===== src/rtl/run_ctrl_if.sv =====
// Host/core-facing signal bundle of the run sequencer.
// master = host and core side, slave = run_ctrl.
interface run_ctrl_if #(
  parameter int D  = 12,
  parameter int CW = 16
);
  logic          req;
  logic [1:0]    prog_sel;
  logic          halt_in;
  logic          core_rst;
  logic          load_pc;
  logic [D-1:0]  start_addr;
  logic          run;
  logic          done;
  logic          timeout;
  logic [CW-1:0] cycles;
  logic [1:0]    prog_id;

  modport master (
    output req, prog_sel, halt_in,
    input  core_rst, load_pc, start_addr, run, done, timeout, cycles, prog_id
  );

  modport slave (
    input  req, prog_sel, halt_in,
    output core_rst, load_pc, start_addr, run, done, timeout, cycles, prog_id
  );
endinterface


===== src/rtl/run_ctrl.sv =====
// Program-run sequencer: holds the core in reset while idle, jumps the PC to the
// selected program, times the run and ends it on halt (plus drain) or watchdog.
//
// state  | meaning
// IDLE   | core held in reset, waiting for a req rising edge
// LOAD   | one-cycle PC jump to the program start address
// RUN    | core executing, cycle counter and watchdog active
// DRN    | post-halt drain for final writeback
// DONE   | run finished, waits for req to drop
module run_ctrl #(
  parameter int D        = 12,
  parameter int NPROG    = 3,
  parameter int P0_START = 0,
  parameter int P1_START = 100,
  parameter int P2_START = 200,
  parameter int CW       = 16,
  parameter int TMO      = 4000,
  parameter int DRAIN    = 2
) (
  input logic clk,
  input logic reset,
  run_ctrl_if.slave bus
);

  typedef enum logic [2:0] {IDLE, LOAD, RUN, DRN, DONE} state_t;

  localparam int            DW       = (DRAIN > 1) ? $clog2(DRAIN) : 1;
  localparam logic [DW-1:0] DRAIN_LD = DW'((DRAIN > 0) ? DRAIN - 1 : 0);
  localparam logic [CW-1:0] TMO_LAST = CW'(TMO - 1);
  localparam logic [CW-1:0] CYC_MAX  = '1;

  state_t        state;
  logic          req_q;
  logic [DW-1:0] drain_cnt;
  logic          core_rst_r;
  logic          load_pc_r;
  logic [D-1:0]  start_addr_r;
  logic          run_r;
  logic          done_r;
  logic          timeout_r;
  logic [CW-1:0] cycles_r;
  logic [1:0]    prog_id_r;
  logic          start;

  function automatic logic [D-1:0] prog_addr(input logic [1:0] sel);
    case (sel)
      2'd0:    prog_addr = D'(P0_START);
      2'd1:    prog_addr = D'(P1_START);
      2'd2:    prog_addr = D'(P2_START);
      default: prog_addr = '0;
    endcase
  endfunction

  assign start = bus.req && !req_q && (int'(bus.prog_sel) < NPROG);

  always_ff @(posedge clk or negedge reset) begin
    if (!reset) begin
      state        <= IDLE;
      req_q        <= 1'b0;
      drain_cnt    <= '0;
      core_rst_r   <= 1'b1;
      load_pc_r    <= 1'b0;
      start_addr_r <= '0;
      run_r        <= 1'b0;
      done_r       <= 1'b0;
      timeout_r    <= 1'b0;
      cycles_r     <= '0;
      prog_id_r    <= '0;
    end else begin
      req_q     <= bus.req;
      load_pc_r <= 1'b0;
      case (state)
        IDLE: begin
          if (start) begin
            state        <= LOAD;
            prog_id_r    <= bus.prog_sel;
            start_addr_r <= prog_addr(bus.prog_sel);
            done_r       <= 1'b0;
            timeout_r    <= 1'b0;
            cycles_r     <= '0;
            core_rst_r   <= 1'b0;
            load_pc_r    <= 1'b1;
          end
        end
        LOAD: begin
          state <= RUN;
          run_r <= 1'b1;
        end
        RUN: begin
          if (cycles_r != CYC_MAX) cycles_r <= cycles_r + 1'b1;
          // halt has priority over a watchdog expiring on the same cycle
          if (bus.halt_in) begin
            if (DRAIN == 0) begin
              state      <= DONE;
              done_r     <= 1'b1;
              run_r      <= 1'b0;
              core_rst_r <= 1'b1;
            end else begin
              state     <= DRN;
              drain_cnt <= DRAIN_LD;
            end
          end else if (cycles_r == TMO_LAST) begin
            state      <= DONE;
            done_r     <= 1'b1;
            timeout_r  <= 1'b1;
            run_r      <= 1'b0;
            core_rst_r <= 1'b1;
          end
        end
        DRN: begin
          if (drain_cnt == '0) begin
            state      <= DONE;
            done_r     <= 1'b1;
            run_r      <= 1'b0;
            core_rst_r <= 1'b1;
          end else begin
            drain_cnt <= drain_cnt - 1'b1;
          end
        end
        DONE: begin
          if (!bus.req) state <= IDLE;
        end
        default: state <= IDLE;
      endcase
    end
  end

  assign bus.core_rst   = core_rst_r;
  assign bus.load_pc    = load_pc_r;
  assign bus.start_addr = start_addr_r;
  assign bus.run        = run_r;
  assign bus.done       = done_r;
  assign bus.timeout    = timeout_r;
  assign bus.cycles     = cycles_r;
  assign bus.prog_id    = prog_id_r;

endmodule


===== src/flat_wrapper.sv =====
// flat-port wrapper written by rule: the top's interface ports become plain ports
module run_ctrl_flat 
#(
  parameter int D        = 12,
  parameter int NPROG    = 3,
  parameter int P0_START = 0,
  parameter int P1_START = 100,
  parameter int P2_START = 200,
  parameter int CW       = 16,
  parameter int TMO      = 4000,
  parameter int DRAIN    = 2
)
  (clk, reset, bus_req, bus_prog_sel, bus_halt_in, bus_core_rst, bus_load_pc, bus_start_addr, bus_run, bus_done, bus_timeout, bus_cycles, bus_prog_id);
  run_ctrl_if #(.D(D), .CW(CW)) bus_i ();
  input logic clk;
  input logic reset;
  input wire logic [$bits(bus_i.req)-1:0] bus_req;
  input wire logic [$bits(bus_i.prog_sel)-1:0] bus_prog_sel;
  input wire logic [$bits(bus_i.halt_in)-1:0] bus_halt_in;
  output wire logic [$bits(bus_i.core_rst)-1:0] bus_core_rst;
  output wire logic [$bits(bus_i.load_pc)-1:0] bus_load_pc;
  output wire logic [$bits(bus_i.start_addr)-1:0] bus_start_addr;
  output wire logic [$bits(bus_i.run)-1:0] bus_run;
  output wire logic [$bits(bus_i.done)-1:0] bus_done;
  output wire logic [$bits(bus_i.timeout)-1:0] bus_timeout;
  output wire logic [$bits(bus_i.cycles)-1:0] bus_cycles;
  output wire logic [$bits(bus_i.prog_id)-1:0] bus_prog_id;
  assign bus_i.req = bus_req;
  assign bus_i.prog_sel = bus_prog_sel;
  assign bus_i.halt_in = bus_halt_in;
  assign bus_core_rst = bus_i.core_rst;
  assign bus_load_pc = bus_i.load_pc;
  assign bus_start_addr = bus_i.start_addr;
  assign bus_run = bus_i.run;
  assign bus_done = bus_i.done;
  assign bus_timeout = bus_i.timeout;
  assign bus_cycles = bus_i.cycles;
  assign bus_prog_id = bus_i.prog_id;
  run_ctrl #(.D(D), .NPROG(NPROG), .P0_START(P0_START), .P1_START(P1_START), .P2_START(P2_START), .CW(CW), .TMO(TMO), .DRAIN(DRAIN)) u_core (.clk(clk), .reset(reset), .bus(bus_i));
endmodule

===== config.mk =====
export PLATFORM = sky130hd
export DESIGN_NAME = run_ctrl_flat
export DESIGN_NICKNAME = d
export VERILOG_FILES = /design/src/rtl/run_ctrl_if.sv /design/src/rtl/run_ctrl.sv /design/src/flat_wrapper.sv
export SDC_FILE = /design/constraint.sdc
export NUM_CORES = 1
export LEC_CHECK = 0
export CAP_MARGIN = 20
export CORE_MARGIN = 3
export CORE_UTILIZATION = 45
export CTS_BUF_LIST = sky130_fd_sc_hd__clkbuf_4 sky130_fd_sc_hd__clkbuf_8
export DETAILED_ROUTE_END_ITERATION = 10
export GPL_TIMING_DRIVEN = 0
export PLACE_DENSITY = 0.82
export SLEW_MARGIN = 20
export SYNTH_ARGS = -nofsm -noshare
export SYNTH_HDL_FRONTEND = slang
export SYNTH_SLANG_ARGS = --single-unit

===== constraint.sdc =====
create_clock -name clk -period 2.8 [get_ports clk]
set_input_delay 0.56 -clock clk [delete_from_list [all_inputs] [get_ports clk]]
set_output_delay 0.56 -clock clk [all_outputs]
set_load 0.03 [all_outputs]

==> impl_metrics.json <==
{
  "dieArea_sq_um": 4677,
  "synth_most_common_cell": "dfrtp_1",
  "wl_per_cell_um": 13.97,
  "via_per_inst": 5.614,
  "path_clk_slew_ps": 60,
  "finalHoldViolations": 0,
  "die_x_um": 68.39,
  "die_y_um": 68.39,
  "root_buffer": "clkbuf_8",
  "skew_ps": 8.355,
  "finalMaxSlewViolations": 0,
  "synthTopCellsByCount": "dfrtp_1, nand2_1, nand3_1, buf_4, o21ai_0",
  "num-fill-cells": 323,
  "yosys-top-cells-area": "dfrtp_1, buf_4, nand2_1",
  "clk_latency_ps": 280,
  "initial_utilization": 0.4714,
  "antenna_cells": 0,
  "dp_hpwl_um": 2754,
  "drt-pass1-iter-count": 5,
  "routabilityCongestion": 0.8879,
  "comb_power_share": 0.491,
  "postCtsSetupRepairBufs": 0,
  "stdcell_area_sq_um": 2255,
  "cts_hold_buf": 0,
  "synthFlopType": "dfrtp_1",
  "p_sw_frac": 0.4393,
  "synth_top_cell_by_area": "dfrtp_1",
  "grt_overflow": 0,
  "leakage_nw": 0.9809,
  "path_class": "primary input to register",
  "grt_first_pass_wirelength_um": 6175,
  "netlist.area_leader.share": 0.4286,
  "drc_errors": 0,
  "ys_seq_elements": 31,
  "critPathArrivalTime_ps": 2690,
  "p_sw_mw": 0.9640,
  "syn_inst": 182,
  "num_vias": 1555,
  "vdd_ir_drop_max_mv": 0.3861,
  "utilization": 0.6067,
  "worst_slew_margin_rel": 0.3198,
  "synth-seq-area-share": 0.4436,
  "ant_nets": 0,
  "synth_edf_count": 0,
  "fin_nets": 238,
  "finalCritPeriodShare": 0.9011,
  "grt_max_degree": 32,
  "drive_gt1_frac": 0.1441,
  "seqPwrFrac": 0.343,
  "drt_first_iter_violations": 114,
  "antenna_found_initial": 0,
  "syn_area_sq_um": 1752,
  "core_area_sq_um": 3716,
  "cts_tree": "built",
  "p_int_mw": 1.230,
  "cts_resized": 0,
  "fmax_ghz": 0.3963,
  "worst_setup_path_end_kind": "register",
  "required_ps": 2960,
  "port_buffers": 33,
  "cellPowerDensity_nw_per_um2": 973.2,
  "setup_violations": 0,
  "worstPathMaxFanout": 6,
  "cts_sinks": 31,
  "rsz0062_at_grt": "false",
  "cts_buffer_depth": 2,
  "outcome": "complete, no violations",
  "timing.max_cap.violations": 0,
  "area_growth_pct": 28.71,
  "design.portCount": 41,
  "synthArstFlopShare": 1.000,
  "row_count": 22,
  "cts.htree.levels": 2,
  "routed_wl_um": 3871,
  "cts_buffers": 5,
  "crit_path_start_kind": "primary input",
  "finalCriticalPeriod_ps": 2523,
  "worstMarginPinSlew_ps": 1018,
  "grt.total_usage": 0.1771,
  "avgSynthCellArea_sq_um": 9.625,
  "synth.distinct_cells": 50,
  "hold_path.class": "primary input to async pin",
  "pwr-share-clk": 0.166,
  "yosys_warnings": 0,
  "grt_pass1_vias": 1316,
  "post_dp_cell_area_sq_um": 2160,
  "power_mw": 2.194
}
-- through the flow --
step                      std cells  TNS [ps]  hold WS (ps)  setup WS (ps)
after CTS                       277         0         320.3          270.3
after global routing            277         0         357.2          198.8
after global placement          269    -13.65         462.5         -4.693
final                           277         0         302.4          276.8
after floorplan                 188         0         264.4          554.0
after detailed placement        269    -38.03         469.0         -22.56
-- power by group through the flow --
stage                     logic (mW)  clock network [mW]  registers (mW)
after floorplan                0.485                   0           0.948
after global placement          1.06                   0           0.750
after detailed placement        1.07                   0           0.756
after CTS                       1.08               0.373           0.749
after global routing            1.17               0.393           0.779
final                           1.08               0.365           0.753
-- final cells by class --
| cell class | instances | area, sq um | area share |
|---|---|---|---|
| Timing Repair Buffer | 33 | 325.3 | 0.1443 |
| Sequential cell | 31 | 777.0 | 0.3446 |
| Multi-Input combinational cell | 132 | 857.1 | 0.3801 |
| Buffer | 16 | 106.4 | 0.04717 |
| Clock buffer | 7 | 90.09 | 0.03996 |
| Clock inverter | 1 | 5.005 | 0.002220 |
| Inverter | 9 | 33.78 | 0.01498 |
| Tap cell | 48 | 60.06 | 0.02664 |
-- critical path, cell delays in order --
cell and delay (ps):
clkdlybuf4s50_1 450, ha_1 220, or3b_2 470, a211o_1 350, a21o_1 260, a221o_1 380
-- layer usage --
layer / vias to the layer above / share of wire / GRT usage
met5: - / 0 / 0
met4: 0 / 0.0090 / 0.05707
met3: 4 / 0.083 / 0.05090
met2: 73 / 0.46 / 0.2634
met1: 714 / 0.44 / 0.2461
li1: 764 / - / -
-- cells in the final DEF, fill, tap and decap left out, drive strengths merged, types with 2 or more instances in the layout --
| master | instances |
|---|---|
| mux2 | 2 |
| mux2i | 2 |
| conb | 7 |
| inv | 9 |
| buf | 14 |
| clkdlybuf4s50 | 32 |
| or4 | 5 |
| clkbuf | 10 |
| or3b | 2 |
| dfrtp | 30 |
| o221ai | 3 |
| a221o | 4 |
| nand3 | 11 |
| a21oi | 7 |
| a31oi | 5 |
| nor4 | 6 |
| nor2 | 5 |
| or3 | 3 |
| nor3 | 6 |
| and4 | 3 |
| a211o | 3 |
| nand2 | 20 |
| ha | 4 |
| nand2b | 4 |
| nand4 | 6 |
| o21ai | 10 |
| a21o | 2 |
-- logic make-up (layout without fill, tap and decap cells) --
| group | after synthesis | in the layout | share of synthesized area |
|---|---|---|---|
| simple gates | 76 | 76 | 0.2550 |
| compound gates | 41 | 41 | 0.1664 |
| flops | 31 | 31 | 0.4436 |
| buf+inv | 25 | 66 | 0.07999 |
| fa+ha+maj | 4 | 4 | 0.02857 |
| mux | 4 | 4 | 0.02429 |
| other cells | 1 | 7 | 0.002141 |
-- path summary, 6_finish.rpt --
kind                                              startpoint                                 to  slack, ps  cells after the start
min reg2reg                u_core.bus.prog_id[1]$_DFFE_PN0P_  u_core.bus.prog_id[1]$_DFFE_PN0P_        480                      2
max reg2reg                 u_core.bus.cycles[0]$_DFFE_PN0P_   u_core.bus.cycles[9]$_DFFE_PN0P_        470                      5
max                                          bus_prog_sel[0]   u_core.bus.cycles[9]$_DFFE_PN0P_        280                      6
min                                                    reset       u_core.bus.load_pc$_DFF_PN0_        300                      1
max in group asynchronous                              reset   u_core.bus.cycles[2]$_DFFE_PN0P_       2050                      1
min in group clk           u_core.bus.prog_id[1]$_DFFE_PN0P_  u_core.bus.prog_id[1]$_DFFE_PN0P_        480                      2
-- registers in the layout, indices dropped and copies added, names as in the netlist --
signal	flops
u_core.req_q	1
u_core.bus.run	1
u_core.drain_cnt	1
u_core.bus.cycles	16
u_core.bus.prog_id	2
u_core.bus.timeout	1
u_core.state	3
u_core.bus.done	1
u_core.bus.load_pc	1
u_core.bus.core_rst	1
u_core.bus.start_addr	3
No activity file was read; power rests on OpenSTA's default activity.
